**config.mk**
```make
export PLATFORM = sky130hd
export DESIGN_NAME = thread_scheduler_flat
export DESIGN_NICKNAME = d
export VERILOG_FILES = /design/src/rtl/thread_scheduler_if.sv /design/src/rtl/thread_scheduler.sv /design/src/flat_wrapper.sv
export SDC_FILE = /design/constraint.sdc
export NUM_CORES = 1
export LEC_CHECK = 0
export CAP_MARGIN = 20
export CORE_MARGIN = 1.5
export CORE_UTILIZATION = 25
export DETAILED_ROUTE_END_ITERATION = 6
export GPL_TIMING_DRIVEN = 0
export SLEW_MARGIN = 10
export SYNTH_ARGS = -nofsm -noshare
export SYNTH_HDL_FRONTEND = slang
export SYNTH_SLANG_ARGS = --single-unit
```
**constraint.sdc**
```tcl
create_clock -name clk -period 10.1 [get_ports clk]
set_input_delay 2.02 -clock clk [delete_from_list [all_inputs] [get_ports clk]]
set_output_delay 2.02 -clock clk [all_outputs]
set_load 0.005 [all_outputs]
```
**src/rtl/thread_scheduler_if.sv**
```systemverilog
// Fetch scheduler port bundle.
// master: upstream pipeline side (drives enables, stalls, park/wake, retire; observes grant).
// slave : the scheduler itself.
// Signals:
//   thread_en     per-thread enable mask
//   stalled       per-thread d-side stall from stage_tl
//   park_en/park_thread     IF reports an i-side miss for a thread
//   wake_en/wake_thread     i-side fill returned for a thread
//   retire_en/retire_thread WB consumed an instruction of a thread
//   sel_valid/sel_thread    registered fetch grant
//   parked        registered parked mask
//   inflight_err  sticky retire-at-zero error
interface thread_scheduler_if #(
    parameter int unsigned N_THREADS = 8
) ();
    localparam int unsigned TID_W = $clog2(N_THREADS);

    logic [N_THREADS-1:0] thread_en;
    logic [N_THREADS-1:0] stalled;
    logic                 park_en;
    logic [TID_W-1:0]     park_thread;
    logic                 wake_en;
    logic [TID_W-1:0]     wake_thread;
    logic                 retire_en;
    logic [TID_W-1:0]     retire_thread;
    logic                 sel_valid;
    logic [TID_W-1:0]     sel_thread;
    logic [N_THREADS-1:0] parked;
    logic                 inflight_err;

    modport master (
        output thread_en, stalled, park_en, park_thread, wake_en, wake_thread,
               retire_en, retire_thread,
        input  sel_valid, sel_thread, parked, inflight_err
    );

    modport slave (
        input  thread_en, stalled, park_en, park_thread, wake_en, wake_thread,
               retire_en, retire_thread,
        output sel_valid, sel_thread, parked, inflight_err
    );
endinterface

```
**src/rtl/thread_scheduler.sv**
```systemverilog
// Fetch-side round-robin thread scheduler for the barrel-threaded pipeline.
// Each cycle grants one eligible thread (enabled, not stalled, not parked, below its
// in-flight limit), searching from the thread after the last grant.
// Ports:
//   clk       clock, rising edge
//   rst       synchronous active-low reset
//   sched_io  thread_scheduler_if.slave bundle (inputs, registered grant, parked, error)
module thread_scheduler #(
    parameter int unsigned N_THREADS    = 8,
    parameter int unsigned MAX_INFLIGHT = 2
) (
    input logic                clk,
    input logic                rst,
    thread_scheduler_if.slave  sched_io
);
    localparam int unsigned TID_W = $clog2(N_THREADS);
    localparam int unsigned CNT_W = $clog2(MAX_INFLIGHT + 1);

    logic                 sel_valid_q, sel_valid_d;
    logic [TID_W-1:0]     sel_thread_q, sel_thread_d;
    logic [TID_W-1:0]     rr_ptr_q, rr_ptr_d;
    logic [N_THREADS-1:0] parked_q, parked_d;
    logic                 err_q, err_d;
    logic [CNT_W-1:0]     inflight_q [N_THREADS];
    logic [CNT_W-1:0]     inflight_d [N_THREADS];

    logic [CNT_W-1:0]     inflight_pre [N_THREADS];
    logic [N_THREADS-1:0] elig;
    logic                 found;
    logic [TID_W-1:0]     winner;
    logic [TID_W-1:0]     idx;

    // Park/wake, retire-adjusted counts and eligibility.
    always_comb begin
        err_d = err_q;
        for (int unsigned i = 0; i < N_THREADS; i++) begin
            // Wake wins over a same-cycle park of the same thread.
            parked_d[i] = (parked_q[i] |
                           (sched_io.park_en && sched_io.park_thread == TID_W'(i))) &
                          ~(sched_io.wake_en && sched_io.wake_thread == TID_W'(i));
            inflight_pre[i] = inflight_q[i];
            if (sched_io.retire_en && sched_io.retire_thread == TID_W'(i)) begin
                if (inflight_q[i] == '0) begin
                    err_d = 1'b1;
                end else begin
                    inflight_pre[i] = inflight_q[i] - CNT_W'(1);
                end
            end
            elig[i] = sched_io.thread_en[i] & ~sched_io.stalled[i] & ~parked_d[i] &
                      (inflight_pre[i] < CNT_W'(MAX_INFLIGHT));
        end
    end

    // Round-robin search starting after the last granted thread; k = N_THREADS wraps back
    // onto rr_ptr itself, so a lone eligible thread can be granted repeatedly.
    always_comb begin
        found  = 1'b0;
        winner = rr_ptr_q;
        idx    = '0;
        for (int unsigned k = 1; k <= N_THREADS; k++) begin
            idx = rr_ptr_q + TID_W'(k);
            if (!found && elig[idx]) begin
                found  = 1'b1;
                winner = idx;
            end
        end
    end

    always_comb begin
        sel_valid_d  = found;
        sel_thread_d = found ? winner : sel_thread_q;
        rr_ptr_d     = found ? winner : rr_ptr_q;
        for (int unsigned i = 0; i < N_THREADS; i++) begin
            // Granted threads are below the limit, so this cannot overflow.
            inflight_d[i] = inflight_pre[i] + CNT_W'(found && winner == TID_W'(i));
        end
    end

    always_ff @(posedge clk) begin
        if (!rst) begin
            sel_valid_q  <= 1'b0;
            sel_thread_q <= '0;
            rr_ptr_q     <= TID_W'(N_THREADS - 1);
            parked_q     <= '0;
            err_q        <= 1'b0;
            for (int unsigned i = 0; i < N_THREADS; i++) begin
                inflight_q[i] <= '0;
            end
        end else begin
            sel_valid_q  <= sel_valid_d;
            sel_thread_q <= sel_thread_d;
            rr_ptr_q     <= rr_ptr_d;
            parked_q     <= parked_d;
            err_q        <= err_d;
            for (int unsigned i = 0; i < N_THREADS; i++) begin
                inflight_q[i] <= inflight_d[i];
            end
        end
    end

    assign sched_io.sel_valid    = sel_valid_q;
    assign sched_io.sel_thread   = sel_thread_q;
    assign sched_io.parked       = parked_q;
    assign sched_io.inflight_err = err_q;
endmodule

```
**src/flat_wrapper.sv**
```systemverilog
// flat-port wrapper written by rule: the top's interface ports become plain ports
module thread_scheduler_flat 
#(
    parameter int unsigned N_THREADS    = 8,
    parameter int unsigned MAX_INFLIGHT = 2
)
  (clk, rst, sched_io_thread_en, sched_io_stalled, sched_io_park_en, sched_io_park_thread, sched_io_wake_en, sched_io_wake_thread, sched_io_retire_en, sched_io_retire_thread, sched_io_sel_valid, sched_io_sel_thread, sched_io_parked, sched_io_inflight_err);
  thread_scheduler_if #(.N_THREADS(N_THREADS)) sched_io_i ();
  input logic clk;
  input logic rst;
  input wire logic [$bits(sched_io_i.thread_en)-1:0] sched_io_thread_en;
  input wire logic [$bits(sched_io_i.stalled)-1:0] sched_io_stalled;
  input wire logic [$bits(sched_io_i.park_en)-1:0] sched_io_park_en;
  input wire logic [$bits(sched_io_i.park_thread)-1:0] sched_io_park_thread;
  input wire logic [$bits(sched_io_i.wake_en)-1:0] sched_io_wake_en;
  input wire logic [$bits(sched_io_i.wake_thread)-1:0] sched_io_wake_thread;
  input wire logic [$bits(sched_io_i.retire_en)-1:0] sched_io_retire_en;
  input wire logic [$bits(sched_io_i.retire_thread)-1:0] sched_io_retire_thread;
  output wire logic [$bits(sched_io_i.sel_valid)-1:0] sched_io_sel_valid;
  output wire logic [$bits(sched_io_i.sel_thread)-1:0] sched_io_sel_thread;
  output wire logic [$bits(sched_io_i.parked)-1:0] sched_io_parked;
  output wire logic [$bits(sched_io_i.inflight_err)-1:0] sched_io_inflight_err;
  assign sched_io_i.thread_en = sched_io_thread_en;
  assign sched_io_i.stalled = sched_io_stalled;
  assign sched_io_i.park_en = sched_io_park_en;
  assign sched_io_i.park_thread = sched_io_park_thread;
  assign sched_io_i.wake_en = sched_io_wake_en;
  assign sched_io_i.wake_thread = sched_io_wake_thread;
  assign sched_io_i.retire_en = sched_io_retire_en;
  assign sched_io_i.retire_thread = sched_io_retire_thread;
  assign sched_io_sel_valid = sched_io_i.sel_valid;
  assign sched_io_sel_thread = sched_io_i.sel_thread;
  assign sched_io_parked = sched_io_i.parked;
  assign sched_io_inflight_err = sched_io_i.inflight_err;
  thread_scheduler #(.N_THREADS(N_THREADS), .MAX_INFLIGHT(MAX_INFLIGHT)) u_core (.clk(clk), .rst(rst), .sched_io(sched_io_i));
endmodule
```
# Yosys cells after proc, flatten, opt, wreduce, memory -nomap -nowiden
# Memories as Yosys holds them, arrays and structs flattened.
# Cells that the tools add are included.
[totals] register_bits=16 ramBits=16 input_bits=30 output_inout_bits=13 n_memories=1
[memory_table] name="u_core.inflight_q" words=8 width=2 read_ports=8 rd_clocked_by_memory_dff=0 write_ports=8 line="thread_scheduler.sv:24" rtl="logic [CNT_W-1:0] inflight_q [N_THREADS];"
[op_classes] add_sub_neg=23 n_lt_le_gt_ge=16 n_eq_ne=28 mux=74 n_bitwise=72 reduce_logical=58
[ops] op="== test 3 bit, second input constant" n=16
[ops] op="2-to-1 mux 2 bit" n=24
[ops] op="logical AND 1 bit" n=39
[ops] op="2-to-1 mux 1 bit" n=34
[ops] op="AND 1 bit" n=32
[ops] op="< comparator 3 x 4 -> 1 bit, second input constant" n=8
[ops] op="binary-select mux 1 bit (select 3 bit)" n=8
[ops] op="== test 3 x 2 -> 1 bit, second input constant" n=8
[ops] op="2-to-1 mux 3 bit" n=8
[ops] op="NOT 1 bit" n=24
[ops] op="adder 2 x 1 -> 2 bit" n=8
[ops] op="zero test 2 bit" n=8
[ops] op="< comparator 2 bit, second input constant" n=8
[ops] op="bitwise OR 1 bit" n=16
[ops] op="subtractor 2 x 1 -> 2 bit, second input constant" n=8
[ops] op="adder 3 bit, second input constant" n=4
[ops] op="== test 3 x 1 -> 1 bit, second input constant" n=4
[ops] op="zero test 3 bit" n=4
[ops] op="zero test 1 bit" n=7
[ops] op="adder 3 x 2 -> 3 bit, second input constant" n=2
[ops] op="adder 3 x 1 -> 3 bit, second input constant" n=1

# Longest topological paths before layout
[logic_depth] ltp_word=35 ltp_mapped=16 mapped_depth_nobuf=13

# Least setup slack after synthesis
# Ideal clock, no wire load.
[synth_path] kind="in2reg" start="input sched_io_retire_en" end="memory u_core.inflight_q[0][6] (netlist name)" setup_ps=115 t_arrival_ps=4956 required_time_ps=9985 slack_ps=5029 cell_stages=14 path_buffers=3 path_cell_list="buf_2 > or4b_4 > o32a_2 > nor3_1 > or4_4 > buf_6 > or2_1 > buf_2 > or3_1 > a31o_1 > a2bb2oi_1 > nor4_1 > ha_1 > and2_1"
[synth_lines] item="from (decl)" line="flat_wrapper.sv:17" rtl="input wire logic [$bits(sched_io_i.retire_en)-1:0] sched_io_retire_en;"
[synth_lines] item="to (decl)" line="thread_scheduler.sv:24"

==> impl_metrics.yaml <==
synth:
  synth_async_sr_flop_share_pct: 0
  syn_nets: 429
  synthTopCellsByCount: "dfxtp_1, nand2_1, nor2_1"
  yosys_most_used_dff: "dfxtp_1"
  synthCells: 389
  syn_area_per_cell_sq_um: 8.06
  synthTopCellsByArea: "dfxtp_1, mux4_2, ha_1, o21ai_0, nand2_1"
  synth_edf_count: 0
  synth.most_common_cell: "dfxtp_1"
  synth_area_sq_um: 3130
  synth_seq_cells: 32
  seq_area_frac_synth_pct: 20.4
  ys_types: 74
  synth_top_area_cell: "dfxtp_1"
  yosysWarnings: 0
  synth_top_area_share_pct: 20.4
worst_setup_path:
  reg2reg_depth: 16
  critPathBufInv: 2
  r2r_slack_ns: 5.17
  path_cells: "clkdlybuf4s50_1 -> buf_4 -> and4bb_1 -> a21oi_1 -> nor2_1 -> mux4_2 -> o221ai_2 -> nand4b_2 -> a211oi_1 -> o21ai_0 -> a211oi_1 -> ha_1 -> xor2_1 -> nor2_1"
  cp.required_ns: 10.25
  worstPathArrival_ns: 6.19
  crit_slowest_cell: "a211oi_1"
  critPathMaxFanout: 10
  max_stage_delay_ns: 0.54
  cp-startpoint: "sched_io_retire_thread[2]"
  timing.rr.start: "u_core.rr_ptr_q[0]$_SDFFE_PN1P_"
  worstSetupEndpointType: "flip-flop"
  path_depth: 14
  cp_top_family: "compound AO/OA/AOI/OAI gates"
  critPathKind: "in2reg"
  critPathLaunchType: "primary input"
cells_and_area:
  syn_to_final_growth_pct: 24.2
  antenna_cells: 0
  drive_gt1_share_pct: 11.7
  final_nets: 476
floorplanning:
  coreArea_sq_um: 12100
  die_area_sq_um: 13200
  start_util_pct: 25.9
  row_count: 40
  fp.dieW_um: 115
  die_y_um: 115
  num_io_pins: 43
clocking:
  root_buffer: "clkbuf_16"
  numCtsBuffers: 5
  worstSkewPairLatency_ns: 0.28
  clock_path_buffers: 2
  postCtsSetupBuffers: 0
  cts.sinks: 32
  cts_resized: 0
  cts-htree-levels: 2
  hold_buffers: 0
  clk_pin_slew_ns: 0.05
  tritoncts: "done"
timing:
  grt_setup_unrepaired: "no"
  setup_ws_ns: 4.06
  slew_viol_final: 0
  finalHoldViolCount: 0
  max_freq_mhz: 166
  tightestPinTransition_ns: 0.885
  period_minus_slack_ns: 6.04
  setup_viol: 0
  max_slew_margin_pct: 40.8
  clock_skew_ns: 0.00525
  fin_tns_setup_ns: 0
  final.period_utilization_pct: 59.8
drt:
  drc: 0
  ant_nets: 0
  num_vias: 3270
  wl_um: 10000
  dr.pass1.iters: 4
  wire_per_inst_um: 16.6
  drt_iter0_drc: 210
  vias_per_cell: 5.40
status:
  status: "complete, no violations"
global_routing:
  grt_max_degree: 11
  antenna_found_initial: 0
  grt_pass1_wl_um: 16400
  gr-total-overflow: 0
  grt_pass1_vias: 2998
  grtUsageTotal_pct: 16.0
placement:
  io_buffers: 40
  post-place-ws_ns: 3.80
  globalplace.congestion: 0.956
  hpwl_um: 7910
hold_path:
  min_from: "u_core.sched_io.sel_thread[2]$_SDFFE_PN0P_"
  min_path_type: "reg2reg"
  min_path_cells: 2
pwr:
  p_leak_uw: 0.00144
  ir_worst_vdd_v: 0.000118
  power_density_nw_per_um2: 286
flow_run:
  max_cap_viol_count: 0
## placed cells by master (no fill, tap or decap), types with 13 or more instances in the layout
cell type / instances
clkdlybuf4s50_1: 40
dfxtp_1: 32
nand2_1: 30
nor2_1: 29
o21ai_0: 24
a21oi_1: 22
nor3_1: 16
and2_1: 14
nand3_1: 14
inv_1: 13
## worst register-to-register path, delay by kind of cell (launching register included)
family | cells | cell delay (ns)
AO/OA/AOI/OAI | 5 | 1.82
buffers and inverters | 5 | 1.65
adder cells (fa/ha/maj) | 2 | 0.49
AND/OR/NAND/NOR | 3 | 0.38
flip-flops | 1 | 0.31
XOR/XNOR | 1 | 0.14
## registers in the layout, indices dropped and copies added, names as in the netlist
signal	count
u_core.rr_ptr_q	3
u_core.sched_io.sel_valid	1
u_core.sched_io.sel_thread	3
u_core.sched_io.parked	8
u_core.sched_io.inflight_err	1
u_core.inflight_q	16
## layer usage
metal / wire, um / GRT usage (%) / vias to the layer above
met2: 4710 / 26.2 / 105
met5: 0 / 0 / -
met4: 176 / 5.35 / 0
met3: 543 / 2.85 / 17
met1: 4590 / 21.2 / 1554
li1: - / - / 1594
## worst paths after layout
path	endpoint
min reg2reg	u_core.sched_io.sel_thread[2]$_SDFFE_PN0P_
min	u_core.sched_io.sel_thread[2]$_SDFFE_PN0P_
max	u_core.inflight_q[0][9]$_SDFF_PN0_
max reg2reg	u_core.inflight_q[0][9]$_SDFF_PN0_
## stage by stage
step	total power [uW]	hold slack, ns	std cells	area, sq um	utilization [%]
floorplan	754	0.453	389	3130	-
global placement	950	0.453	597	3740	30.9
detailed placement	958	0.454	597	3740	30.9
CTS	1110	0.461	605	3890	32.1
global route	1210	0.485	605	3890	32.1
finish	1110	0.456	605	3890	32.1
## power by group
group / internal [uW] / switching (uW) / leakage (uW)
sequential: 155 / 18.2 / 0.000262
clock: 98.2 / 53.3 / 0.0000712
combinational: 317 / 473 / 0.00110
## final cells by class
type / instances / area, sq um
Timing Repair Buffer: 40 / 400
Multi-Input combinational cell: 323 / 2340
Tap cell: 168 / 210
Fill cell: 1331 / 8220
Clock buffer: 8 / 146
Inverter: 17 / 63.8
Buffer: 17 / 91.3
Sequential cell: 32 / 641
## cells by family after synthesis
group | Yosys count | share of synthesized area [%]
AOI/OAI and AO/OA | 112 | 25.1
xor gates and xnor gates | 15 | 4.19
adders and majority gates | 10 | 3.99
buffers and inverters | 34 | 4.95
DFF | 32 | 20.4
muxes | 16 | 9.14
and+or+nand+nor | 170 | 32.2
Note: power is estimated with default switching activity, not from simulation.
